===== src/rtl/byteswap_stream_swapper.sv =====
// byteswap_stream_swapper
//   Streams AXI4-Stream beats through a C_NUM_STAGES-deep elastic pipeline.
//   Each C_WORD_BIT_WIDTH slice is transformed according to the mode latched
//   at transfer start: 0 pass, 1 byte reverse, 2 halfword swap, 3 bit reverse
//   within each byte. tkeep follows the data byte mapping. tlast passes through.
// Ports
//   aclk, areset                 clock, asynchronous active-high reset
//   ctrl_start, ctrl_mode        start pulse and mode (sampled in IDLE only)
//   ctrl_busy, ctrl_done         transfer in progress, one-cycle completion pulse
//   ctrl_beat_count              saturating count of output beats this transfer
//   s_axis_*                     input stream (tvalid/tready/tdata/tkeep/tlast)
//   m_axis_*                     output stream (tvalid/tready/tdata/tkeep/tlast)
module byteswap_stream_swapper #(
   parameter int unsigned C_AXIS_TDATA_WIDTH = 512,
   parameter int unsigned C_WORD_BIT_WIDTH   = 32,
   parameter int unsigned C_NUM_STAGES       = 2,
   parameter int unsigned C_COUNT_WIDTH      = 32
) (
   input  logic                            aclk,
   input  logic                            areset,
   input  logic                            ctrl_start,
   input  logic [1:0]                      ctrl_mode,
   output logic                            ctrl_busy,
   output logic                            ctrl_done,
   output logic [C_COUNT_WIDTH-1:0]        ctrl_beat_count,
   input  logic                            s_axis_tvalid,
   output logic                            s_axis_tready,
   input  logic                            s_axis_tlast,
   input  logic [C_AXIS_TDATA_WIDTH-1:0]   s_axis_tdata,
   input  logic [C_AXIS_TDATA_WIDTH/8-1:0] s_axis_tkeep,
   output logic                            m_axis_tvalid,
   input  logic                            m_axis_tready,
   output logic                            m_axis_tlast,
   output logic [C_AXIS_TDATA_WIDTH-1:0]   m_axis_tdata,
   output logic [C_AXIS_TDATA_WIDTH/8-1:0] m_axis_tkeep
);

   localparam int unsigned KEEP_W     = C_AXIS_TDATA_WIDTH / 8;
   localparam int unsigned NUM_WORDS  = C_AXIS_TDATA_WIDTH / C_WORD_BIT_WIDTH;
   localparam int unsigned WORD_BYTES = C_WORD_BIT_WIDTH / 8;
   localparam int unsigned NS         = C_NUM_STAGES;

   typedef enum logic [1:0] {
      ST_IDLE,
      ST_RUN,
      ST_DRAIN
   } state_t;

   state_t                   state_q, state_d;
   logic [1:0]               mode_q, mode_d;
   logic [C_COUNT_WIDTH-1:0] count_q, count_d;
   logic                     done_q, done_d;

   logic [NS-1:0]            valid_q, valid_d;
   logic [NS-1:0]            ready;
   logic [NS-1:0]            last_q;
   logic [C_AXIS_TDATA_WIDTH-1:0] data_q [NS];
   logic [KEEP_W-1:0]             keep_q [NS];

   logic [C_AXIS_TDATA_WIDTH-1:0] xf_data;
   logic [KEEP_W-1:0]             xf_keep;
   logic                          s_hs, m_hs;

   // Per-word transform: modes 1 and 2 are both byte permutations (a halfword
   // swap is a rotation by half the word's bytes), mode 3 keeps byte order and
   // mirrors bits inside each byte. tkeep uses the same source byte index.
   always_comb begin
      int unsigned src;
      logic [7:0]  byte_v;
      xf_data = s_axis_tdata;
      xf_keep = s_axis_tkeep;
      src     = 0;
      byte_v  = '0;
      for (int unsigned w = 0; w < NUM_WORDS; w++) begin
         for (int unsigned b = 0; b < WORD_BYTES; b++) begin
            case (mode_q)
               2'd1:    src = WORD_BYTES - 1 - b;
               2'd2:    src = (b + WORD_BYTES / 2) % WORD_BYTES;
               default: src = b;
            endcase
            byte_v = s_axis_tdata[w*C_WORD_BIT_WIDTH + src*8 +: 8];
            if (mode_q == 2'd3) begin
               for (int unsigned k = 0; k < 8; k++) begin
                  xf_data[w*C_WORD_BIT_WIDTH + b*8 + k] = byte_v[7-k];
               end
            end else begin
               xf_data[w*C_WORD_BIT_WIDTH + b*8 +: 8] = byte_v;
            end
            xf_keep[w*WORD_BYTES + b] = s_axis_tkeep[w*WORD_BYTES + src];
         end
      end
   end

   // Stage i may load when some stage at or after it is empty, or the output
   // is being accepted; written in closed form to avoid a combinational chain
   // through the ready vector itself.
   always_comb begin
      ready = '0;
      for (int unsigned i = 0; i < NS; i++) begin
         ready[i] = m_axis_tready;
         for (int unsigned j = i; j < NS; j++) begin
            if (!valid_q[j]) ready[i] = 1'b1;
         end
      end
   end

   assign s_axis_tready = (state_q == ST_RUN) && ready[0];
   assign s_hs          = s_axis_tvalid && s_axis_tready;
   assign m_hs          = m_axis_tvalid && m_axis_tready;

   always_comb begin
      valid_d = valid_q;
      if (ready[0]) valid_d[0] = s_hs;
      for (int unsigned i = 1; i < NS; i++) begin
         if (ready[i]) valid_d[i] = valid_q[i-1];
      end
   end

   always_ff @(posedge aclk or posedge areset) begin
      if (areset) valid_q <= '0;
      else        valid_q <= valid_d;
   end

   // Payload registers carry no reset; valid_q qualifies them.
   always_ff @(posedge aclk) begin
      if (ready[0]) begin
         data_q[0] <= xf_data;
         keep_q[0] <= xf_keep;
         last_q[0] <= s_axis_tlast;
      end
      for (int unsigned i = 1; i < NS; i++) begin
         if (ready[i]) begin
            data_q[i] <= data_q[i-1];
            keep_q[i] <= keep_q[i-1];
            last_q[i] <= last_q[i-1];
         end
      end
   end

   always_comb begin
      state_d = state_q;
      mode_d  = mode_q;
      count_d = count_q;
      done_d  = 1'b0;
      if (m_hs && (count_q != '1)) count_d = count_q + 1'b1;
      case (state_q)
         ST_IDLE: begin
            if (ctrl_start) begin
               mode_d  = ctrl_mode;
               count_d = '0;
               state_d = ST_RUN;
            end
         end
         ST_RUN: begin
            if (s_hs && s_axis_tlast) state_d = ST_DRAIN;
         end
         ST_DRAIN: begin
            if (m_hs && m_axis_tlast) begin
               done_d  = 1'b1;
               state_d = ST_IDLE;
            end
         end
         default: state_d = ST_IDLE;
      endcase
   end

   always_ff @(posedge aclk or posedge areset) begin
      if (areset) begin
         state_q <= ST_IDLE;
         mode_q  <= '0;
         count_q <= '0;
         done_q  <= 1'b0;
      end else begin
         state_q <= state_d;
         mode_q  <= mode_d;
         count_q <= count_d;
         done_q  <= done_d;
      end
   end

   assign ctrl_busy       = (state_q != ST_IDLE);
   assign ctrl_done       = done_q;
   assign ctrl_beat_count = count_q;
   assign m_axis_tvalid   = valid_q[NS-1];
   assign m_axis_tdata    = data_q[NS-1];
   assign m_axis_tkeep    = keep_q[NS-1];
   assign m_axis_tlast    = last_q[NS-1];

endmodule


===== config.mk =====
export PLATFORM = sky130hd
export DESIGN_NAME = byteswap_stream_swapper
export DESIGN_NICKNAME = d
export VERILOG_FILES = /design/src/rtl/byteswap_stream_swapper.sv
export SDC_FILE = /design/constraint.sdc
export NUM_CORES = 2
export LEC_CHECK = 0
export BUFFER_PORTS_ARGS = -buffer_cell sky130_fd_sc_hd__buf_2
export CAP_MARGIN = 20
export CELL_PAD_IN_SITES_DETAIL_PLACEMENT = 1
export CELL_PAD_IN_SITES_GLOBAL_PLACEMENT = 2
export CORE_AREA = 10 10 457 459
export DETAILED_ROUTE_END_ITERATION = 7
export DIE_AREA = 0 0 467 469
export PLACE_DENSITY = 0.65
export RECOVER_POWER = 50
export SLEW_MARGIN = 0
export SYNTH_ARGS = -nofsm -noshare
export SYNTH_HDL_FRONTEND = slang
export SYNTH_SLANG_ARGS = --single-unit

===== constraint.sdc =====
create_clock -name aclk -period 41.9 [get_ports aclk]
set_clock_uncertainty 0.2 [all_clocks]
set_input_delay 8.38 -clock aclk [delete_from_list [all_inputs] [get_ports aclk]]
set_output_delay 8.38 -clock aclk [all_outputs]
set_load 0.005 [all_outputs]

# After elaboration in Yosys (flattened, before gate mapping)
# Memory sizes are Yosys's and may differ from the RTL's.
# Cells that the tools add are included.
# totals
inputBits	584
latch_bits	0
ff_bits	41
mem_bits_ro	0
out_inout_bits	613
mem_count	2
ramBits	1152
# mem_list
memory	words	word_bits	read_ports	rd_clocked_by_memory_dff	write_ports	line_no	source
data_q	2	512	2	0	2	57	logic [C_AXIS_TDATA_WIDTH-1:0] data_q [NS];
keep_q	2	64	2	0	2	58	logic [KEEP_W-1:0] keep_q [NS];
# classes
n_eq_ne	9
shift	64
n_lt_le_gt_ge	64
mul	0
div	0
bitwise	0
n_reduce_logical	10
add_sub_neg	121
mux	212
# ops
cell	count
$shiftx A512 B33 Y8	64
$lt A32 B7 Y1 const B	64
$add A6 B32 Y32 const A	36
$add A9 B32 Y32 const A	32
$add A5 B32 Y32 const A	16
$add A8 B32 Y32 const A	16
$mux W8	64
$bmux W1 S6	64
$add A4 B32 Y32 const A	8
$add A7 B32 Y32 const A	8
$add A3 B32 Y32 const A	4
$mux W32	3
$mux W1	73
$add A32 B1 Y32 const B	1
$ne A32 B32 Y1 const B	1
$pmux W2 S2	4
$eq A2 B2 Y1 const B	3
$logic_and A1 B1 Y1	6
$mux W2	3
$pmux W2 S3	1
$eq A2 B1 Y1 const B	2
$ne A2 B2 Y1 const B	2
$reduce_and A3 Y1	1
$logic_not A2 Y1	1
3 further kinds	3

# Logic depth before layout (Yosys ltp)
# logic_depth
depth_word	7
ltp_mapped	8

# Least setup slack after synthesis
# No wires, ideal clock.
# synth_path
path_kind	input port to output port
startpoint	in m_axis_tready
endpoint	out s_axis_tready
path_buffers	0
path_slack_ps	7169
stages	2
arrival_time_ps	26151
cell_sequence	nand3b_1 and3_1
# synth_between
elab_chain_cells	3
# synth_rtl
item	line_no	source
start: declaration	32	input logic m_axis_tready,
$mux W1 (2 in series)	102	if (!valid_q[j]) ready[i] = 1'b1;
$logic_and A1 B1 Y1	107	assign s_axis_tready = (state_q == ST_RUN) && ready[0];
end: declaration	27	output logic s_axis_tready,
# No other way between the ends.

# Worst setup path after layout
# Same ends and word-level chain as after synthesis.

==> key figures <==
Setup path
  • CP Data Arrival Time: approximately 9 ns
  • R2r startpoint: valid_q[1]
  • Worst r2r dst: keep_q[0][17]
  • Setup slack, reg-to-reg: 33.42 ns
  • Critical path endpoint category: output pin
  • CP Data Required Time: approximately 33 ns
  • Critical path type: input pin to output pin
  • Crit path from: m_axis_tready
  • Critical-path maximum fanout: 3
  • Depth of the most critical reg-to-reg path: 6
  • Critical Path Sink: s_axis_tready
  • Critical path startpoint category: input pin

Synthesis
  • Post-synth EDFFs: 1154
  • Syn Nets: 3813
  • Compound-Gate Fraction of Synth Area: less than 1%
  • Mean Syn Cell Area: between 15 and 20 um^2
  • Synth Area in Simple Gates: under 10%
  • Flops & latches, synth: 1193
  • Post-synthesis mux area share: between 30% and 40%
  • Synth area leaders: edfxtp_1 57%, mux4_2 21%, mux2_2 9.5%, buf_4 7.1%, dfrtp_1 1.6%
  • Synth Area in Adders: less than 1%
  • Main combinational cell family by area after synthesis: multiplexers
  • Primary FF master, synth: edfxtp_1
  • Synthesized instance count: 3225
  • Count of cell types in the netlist: 44
  • Yosys warns: 0
  • Synth Cell Area: approximately 61000 um^2
  • Async SR Flop Fraction: approximately 3.3%
  • Yosys top cell area share: 57.3%
  • Post-synth top area cell: edfxtp_1
  • XOR/XNOR Fraction of Synth Area: less than 1%
  • Post-synthesis sequential area ratio: a little under 60%

Layout
  • Final nets: roughly 4.4k
  • Finished Cell Area: between 60000 and 70000 um^2
  • Share of layout cells above drive strength 1: 56.2%
  • Commonest non-fill, non-tap cell in the layout: edfxtp_1
  • Syn-to-layout area delta: 15.3%
  • Most frequent cells in the layout: 1154 x edfxtp_1, 964 x buf_2, 576 x mux4_2
  • Finished Core Util: approximately a third
  • Post-Layout Cell Count: around 6.7k

Global route
  • First-pass GRT wire length: roughly 270000 um
  • Initial antenna violation count: 135
  • Largest net degree at the start of global routing: about 130
  • GRT Residual Overflow: 0
  • Vias in the first global route: roughly 34k
  • Total GRT Usage: 17.0%

Power
  • Worst VDD drop: 0.0000938 V
  • Overall power: ~6.2 mW
  • PD cells: just under 90 nW/um^2
  • Leak pwr: ~25 nW

Timing
  • Tmin final: approximately 18 ns
  • Worst setup margin: 24.23 ns
  • Final period util: between 40% and 50%
  • Slew @ Worst Pin: around 3.8 ns
  • RSZ-0062 raised after global routing: false
  • Max-slew violation count: between 300 and 400
  • Final setup vio count: 0
  • Min Hold Slack: just over 0.2 ns
  • FMAX: 56.6 MHz
  • Setup TNS: 0 ns
  • Final Hold Viols: 0
  • Relative slew slack: -153%

Clock network
  • Hold_buf cts: 0
  • Clock sink count: 1193
  • CTS tree: yes
  • Clock transition at path regs: around 0.050 ns
  • CTS Buffer Depth: 3
  • Max H-tree Level: 4
  • Setup Fix Bufs, Post-CTS: 0
  • Later-pin clock latency in the skew report: 0.79 ns
  • CTS root buf: clkbuf_16
  • Clock buffer count from CTS: about 140
  • Post-CTS sizing: 0

Detailed routing
  • Remaining antenna violation count: 0
  • Via total after detailed routing: ~33k
  • # DRC: 0
  • Wire per inst: 29.3 um
  • DR pass1 iterations: 7
  • Vias per cell: roughly 5
  • Post-Route WL: between 150000 and 200000 um
  • 1st-iter DRT viols: 2577

Status
  • Failing checks: max-capacitance violations, max-slew violations
  • Status: complete, but fails checks

Floorplanning
  • Top Ports: ~1.2k
  • Die Span Y: ~470 um
  • Die width: ~470 um
  • Cell row count: ~160
  • Initial core utilization: 30.4%
  • Die ar.: 219000 um^2
  • Core Area: about 200000 um^2

Flow run
  • Max cap viols: 8

Min path
  • Hold crit path type: flop to flop
  • Hold Crit Depth: 0
  • Min-delay src: data_q[0][438]

Placed design
  • Pre-CTS WS: roughly 24 ns
  • Placed inst area: around 65000 um^2
  • Placer Congestion: 0.828
  • Detailed placement HPWL: between 100000 and 150000 um
  • Inst Count DP: ~6.4k
  • IO Port Bufs: roughly 1.2k
[synth_stat cells (all sizes together), types with 4 or more instances]
| library cell | number |
|---|---|
| and2 | 4 |
| mux2 | 512 |
| inv | 6 |
| edfxtp | 1154 |
| nor2 | 28 |
| or3 | 4 |
| nor4 | 4 |
| and3 | 6 |
| ha | 4 |
| clkbuf | 99 |
| nand3 | 14 |
| xor2 | 8 |
| a21oi | 6 |
| nor3 | 10 |
| mux4 | 576 |
| or4 | 6 |
| buf | 672 |
| xnor2 | 12 |
| o21ai | 5 |
| dfrtp | 39 |
| nand4 | 10 |
| nand2 | 23 |
[power breakdown]
part / switching (mW) / internal (mW) / total [mW]
Sequential: 0.212 / 2.22 / 2.43
Clock: 0.509 / 0.765 / 1.27
Combinational: 1.24 / 1.25 / 2.49
[final cells by class]
class | instances | area (um^2)
sequential | 1193 | 35600
antenna | 50 | 125
tap | 2656 | 3320
clock inverter | 79 | 1010
fill | 20300 | 129000
timing repair buffer | 1241 | 6070
multi-input combinational | 1255 | 19800
inverter | 6 | 22.5
clock buffer | 177 | 3770
[worst min path at each step]
stage	slack (ns)	to
3_5_place_dp	0.21	data_q[0][557]
3_3_place_gp	0.20	data_q[0][718]
5_1_grt	0.22	data_q[0][663]
2_1_floorplan	0.20	data_q[0][1000]
6_report	0.21	data_q[0][950]
4_1_cts	0.20	data_q[0][970]
[flip-flops by register name (all words and copies together) (netlist names)]
signal / flops
data_q: 1024
keep_q: 128
ctrl_beat_count: 32
last_q: 2
mode_q: 2
state_q: 2
valid_q: 2
ctrl_done: 1
[cell families (layout without fill, tap and decap cells)]
logic type / after synthesis / in the layout
AO/OA/AOI/OAI: 23 / 23
AND/OR/NAND/NOR: 119 / 119
flip-flops: 1193 / 1193
adder cells (fa/ha/maj): 4 / 4
XOR/XNOR: 20 / 20
buffers and inverters: 777 / 1503
multiplexers: 1089 / 1089
other: 0 / 50
[worst max-delay path, cell delays in order]
cell,delay [ns]
clkbuf_1,0.10
nand3b_1,0.21
and3_1,0.25
buf_2,0.14
[metal layers]
metal / up-vias / GRT usage [%] / wire, um
met5: - / 0 / 676
met4: 104 / 4.18 / 4300
met3: 379 / 7.42 / 20100
met2: 1312 / 29.6 / 99200
met1: 17700 / 19.2 / 70700
li1: 13900 / - / -
Note: power is estimated with default switching activity, not from simulation.
